File: src/rtl/click_classifier.sv
// Groups one-cycle press pulses from the debounce stage into bursts and reports
// each burst as a single, double or triple click once it closes.
module click_classifier #(
  parameter logic [31:0] WINDOW     = 32'd1 << 22,
  parameter int unsigned MAX_CLICKS = 3
) (
  input  logic       clk,
  input  logic       rst,
  input  logic       pulse,
  output logic       event_valid,
  output logic [1:0] click_count,
  output logic       busy
);

  typedef enum logic {
    IDLE,
    COUNTING
  } state_t;

  localparam logic [31:0] TIMER_LAST = WINDOW - 32'd1;
  localparam logic [1:0]  LIMIT      = 2'(MAX_CLICKS);

  state_t      state, state_next;
  logic [1:0]  cnt, cnt_next;
  logic [31:0] timer, timer_next;
  logic        event_next;
  logic [1:0]  count_next;

  // NOTE: every output of this block gets a default first, so no path can
  // leave one unassigned and infer a latch.
  always_comb begin
    state_next = state;
    cnt_next   = cnt;
    timer_next = timer;
    event_next = 1'b0;
    count_next = click_count;
    case (state)
      IDLE: begin
        if (pulse) begin
          cnt_next   = 2'd1;
          timer_next = '0;
          if (LIMIT == 2'd1) begin
            event_next = 1'b1;
            count_next = 2'd1;
          end else begin
            state_next = COUNTING;
          end
        end
      end
      COUNTING: begin
        // A pulse on the timeout edge is checked first, so it extends the burst.
        if (pulse) begin
          if (cnt + 2'd1 == LIMIT) begin
            event_next = 1'b1;
            count_next = LIMIT;
            state_next = IDLE;
          end else begin
            cnt_next   = cnt + 2'd1;
            timer_next = '0;
          end
        end else if (timer == TIMER_LAST) begin
          event_next = 1'b1;
          count_next = cnt;
          state_next = IDLE;
        end else begin
          timer_next = timer + 32'd1;
        end
      end
      default: state_next = IDLE;
    endcase
  end

  // NOTE: state registers use non-blocking assignments so every flop samples
  // the values from before the edge, independent of statement order.
  always_ff @(posedge clk or posedge rst) begin
    if (rst) begin
      state       <= IDLE;
      cnt         <= '0;
      timer       <= '0;
      event_valid <= 1'b0;
      click_count <= '0;
    end else begin
      state       <= state_next;
      cnt         <= cnt_next;
      timer       <= timer_next;
      event_valid <= event_next;
      click_count <= count_next;
    end
  end

  assign busy = (state == COUNTING);

endmodule

File: config.mk
export PLATFORM = sky130hd
export DESIGN_NAME = click_classifier
export DESIGN_NICKNAME = d
export VERILOG_FILES = /design/src/rtl/click_classifier.sv
export SDC_FILE = /design/constraint.sdc
export NUM_CORES = 1
export LEC_CHECK = 0
export CAP_MARGIN = 15
export CORE_ASPECT_RATIO = 1.5
export CORE_MARGIN = 2
export CORE_UTILIZATION = 41
export DETAILED_ROUTE_END_ITERATION = 12
export PLACE_DENSITY_LB_ADDON = 0.08
export SLEW_MARGIN = 20
export SYNTH_ARGS = -nofsm -noshare
export SYNTH_HDL_FRONTEND = slang
export SYNTH_SLANG_ARGS = --single-unit
File: constraint.sdc
create_clock -name clk -period 4.4 [get_ports clk]
set_input_delay 0.88 -clock clk [delete_from_list [all_inputs] [get_ports clk]]
set_output_delay 0.88 -clock clk [all_outputs]
set_load 0.01 [all_outputs]
Word level (Yosys, flattened, before mapping):

Index checks and enable logic that the tools add are counted.

* add/subtract/negate cells: 2
* equal/unequal tests: 8
* multiplexer cells: 21
* bitwise gates (word level): 1
* reduce and logical (&&, ||, !) cells: 4

Operators with widths (number)
* $mux W32: 4
* $pmux W32 S2: 1
* $add A32 B1 Y32 const B: 1
* $eq A32 B22 Y1 const B: 1
* $mux W2: 6
* $reduce_and A3 Y1: 3
* $mux W1: 8
* $ne A2 B2 Y1 const B: 3
* $ne A3 B3 Y1 const B: 2
* $pmux W2 S2: 1
* $add A2 B1 Y2 const B: 1
* $eq A2 B2 Y1 const B: 1
* $ne A2 B1 Y1 const B: 1
* $pmux W1 S2: 1
* $reduce_bool A2 Y1: 1
* $not A1 Y1: 1

* register bits: 38
* output and inout bits: 4
* logic and storage cells: 41

Longest topological paths before layout:

* depth in word-level cells: 5
* mapped depth: 8
* mapped depth without buffers: 7

Worst setup path before layout:

No wires, ideal clock.

* path kind: input-to-reg
* start: input pulse
* end: register timer[12]
* library setup time: 0.139 ns
* data arrival time: 1.857 ns
* slack: 2.405 ns
* cell stages on the path: 6
* cell sequence: nand2b_1 > clkbuf_1 > a21o_2 > buf_6 > o311ai_0 > o31ai_1

* cells in the longest elaborated chain, start to end: 2
* elaborated cells between the ends (all ways): 6
* classes of those cells: 3 x eq/ne; 2 x mux; 1 x reduce/logical

RTL lines
* from (decl): line 9 `input logic pulse,`
* $ne A3 B3 Y1 (no source line), or another cell as far along
* $reduce_and A3 Y1 (no source line) / $pmux W32 S2 (equally long branches)
* to (signal assigned): line 85 `timer <= timer_next;`
* to (decl): line 25 `logic [31:0] timer, timer_next;`

Several ways; a longest one is shown, not always the timed one.
A chain may end at the register's enable or synchronous reset.

Worst setup path in the final report:

* start: input pulse
* end: register timer[25]

Same word-level chain as after synthesis.

==> metrics.md <==
| Metric | Value |
|---|---|
| Worst path required time | 4580 ps |
| Met3 wire length | between 100 and 150 um |
| Critical path cell sequence | clkdlybuf4s50_1 -> nand2_1 -> a22o_1 -> a21o_1 |
| Share of cells above drive strength 1 | under 10% |
| Hold crit path type | reg2reg |
| Synthesized instance count | between 200 and 300 |
| Pwr Density | about 320 nW/um^2 |
| Clk_lat worst skew | 290 ps |
| Max-cap violations | 0 |
| WL final | ~5.6 mm |
| Min cycle time layout | 2620 ps |
| Critical Path Max Stage Delay | 710 ps |
| Vias per cell | about 6.0 |
| RR Startpoint | timer[11] |
| Num rows | 33 |
| Final Skew | between 3 and 4 ps |
| Hold EP | cnt[0] |
| Largest net degree at the start of global routing | 39 |
| Post-CTS Repair Setup Buffers | 0 |
| Number of fill cells in the layout | ~560 |
| Routed wl met2 | 2.92 mm |
| Core footprint | ~5500 um^2 |
| Netlist Area Pre-Place | about 2300 um^2 |
| Slew HR | about two fifths |
| Global-route wire length before repair | approximately 9.5 mm |
| Area of the multi-input gates | about 1200 um^2 |
| Measured slew at the worst slew-check pin | slightly below 900 ps |
| CTS buffer count | 5 |
| Worst setup SP type | input port |
| Total number of vias | slightly below 2,000 |
| RSZ-0062 raised after global routing | false |
| Fin nets | roughly 260 |
| Ys Warns | 0 |
| WP data arrival | between 2000 and 3000 ps |
| Layout Utilization | 45.2% |
| Die H | between 90 and 100 um |
| CTS max path bufs | 2 |
| Reg2Reg Capture Point | timer[25] |
| Most common cell after layout, fill and taps aside | dfrtp_1 |
| Die W | ~65 um |
| CTS tree | yes |
| DRT Pass-1 Iters | 5 |
| Netlist cell types | ~50 |
| Port bufs | 6 |
| Leak | just over 1 nW |
| FF-to-FF setup slack | 2200 ps |
| Clk sink count | 38 |
| Hold path depth | 1 |
| Die Area | approximately 6200 um^2 |
| Antenna Cells | 0 |
| Flops & latches, synth | 38 |
| Crit-path slowest cell | clkdlybuf4s50_1 |
| Synth async-reset ratio | 100% |
| Worst hold start | cnt[0] |
| Post-synth top flop | dfrtp_1 |
| Final HPWL DP | a little under 4 mm |
| Slew Viols, Final | 0 |
| Fmax | ~380 MHz |
| Sequential share of the synthesized area | slightly above 40% |
| Initial Utilization | between 40% and 50% |
| Top routing layer in use | met4 |
| Fin Setup TNS | 0 ps |
| Post-DR wirelength/cell | 17.3 um |
| Ports | 7 |
| H-tree depth | 2 |
| DRC | 0 |
| Period utilization | around three fifths |
| Final setup viols | 0 |
| Peak supply drop | roughly 0.00025 V |
| Commonest non-fill, non-tap cells in the layout | dfrtp_1, nand2_1, nand3_1 |
| Clock transition at the registers of the reported paths | ~70 ps |
| FF+latch area | between 900 and 1000 um^2 |
| DRT antenna net count | 0 |
| CTS Hold Bufs | 0 |
| EDFF count, synth | 0 |
| Crit Path Class | in2reg |
| Worst R2R Path Depth | 5 |
| Average size of a mapped cell | 9.12 um^2 |
| Max FO, Critical Path | 24 |
| Outcome | completed |
| Grt ovf | 0 |
| Metal-1 WL | 2.37 mm |
| Vias in the first global route | between 1,500 and 2,000 |
| Initial antenna violation count | 0 |
| GR Util All Layers | 20.1% |
| Area Growth Syn to Fin | 7.13% |
| Clock Tree Root | clkbuf_8 |
| Final Hold Fails | 0 |
| Post-synth net total | 257 |
| Crit path capture type | flip-flop |
| Post-CTS sizing | 0 |
| Routability cong. | between 0.7 and 0.8 |
| Starting DRT DRC Count | just under 100 |
## layer usage
layer  vias up  GRT usage (%)
met5         -              0
met4         0           10.4
met3        17           2.57
met2        32           34.6
met1       954           24.4
li1        957              -
## stage by stage
stage	std cells	worst slack (ps)	power, mW	hold slack, ps	area [um^2]
4_1_cts	325	1780	0.814	497	2460
6_report	325	1780	0.799	495	2460
5_1_grt	325	1620	0.846	538	2460
3_3_place_gp	317	1450	0.563	483	2370
3_5_place_dp	317	1470	0.561	486	2370
2_1_floorplan	252	2400	0.513	451	2300
## sequential cells by signal, summed over array words and instances, names as in the netlist
name and flops:
click_count 2, event_valid 1, busy 1, timer 32
cnt 2
## worst max-delay path: cells and delay by family
kind	cells	cell delay, ps
buffers and inverters	1	710
AOI/OAI and AO/OA	2	570
and+or+nand+nor	1	630
## layout make-up
type / count / share of cell area (%)
clock inverters: 1 / 0.203
flip-flops and latches: 38 / 38.6
repair buffers: 10 / 3.66
clock buffers: 7 / 3.51
inverters: 10 / 1.52
multi-input cells: 189 / 48.9
well taps: 70 / 3.56
## synthesized netlist by cell type, types with 2 or more instances
cell,number,area (um^2)
a211o_1,2,17.5
a21oi_1,6,30.0
a21oi_2,2,17.5
a22o_1,4,35.0
a31oi_1,15,93.8
and3_1,6,37.5
and4_1,4,35.0
clkbuf_1,9,33.8
clkbuf_8,4,55.1
dfrtp_1,38,951
ha_1,2,25.0
inv_1,9,33.8
mux2i_1,10,100
nand2_1,29,109
nand3_1,20,100
nand3_2,2,20.0
nand4_1,16,100
nor2_1,7,26.3
nor3_1,10,50.1
nor3_2,2,20.0
nor4_1,6,37.5
nor4bb_1,2,20.0
o21ai_0,11,55.1
o21ai_1,2,10.0
o311ai_0,2,17.5
or3_1,4,25.0
xor2_1,4,35.0
## kinds of logic after synthesis
family	after synthesis	synth area share [%]
xor gates and xnor gates	5	1.91
and+or+nand+nor	118	29.5
AOI/OAI and AO/OA	54	15.6
buffers and inverters	25	6.21
adders and majority gates	2	1.09
DFF	38	41.4
muxes	10	4.36
## worst max path at each step
stage	cells past startpoint	slack, ps	endpoint	start
2_1_floorplan	6	2400	timer[12]	pulse
3_3_place_gp	4	1450	timer[25]	pulse
3_5_place_dp	4	1470	timer[25]	pulse
4_1_cts	4	1780	timer[25]	pulse
5_1_grt	4	1620	timer[25]	pulse
6_report	4	1780	timer[25]	pulse
## power breakdown
| group | switching (mW) | internal (mW) | leakage (nW) |
|---|---|---|---|
| logic | 0.0940 | 0.0599 | 0.451 |
| clock network | 0.120 | 0.126 | 0.0482 |
| registers | 0.0252 | 0.374 | 0.514 |
| total | 0.240 | 0.560 | 1.01 |
Note: power is estimated with default switching activity, not from simulation.
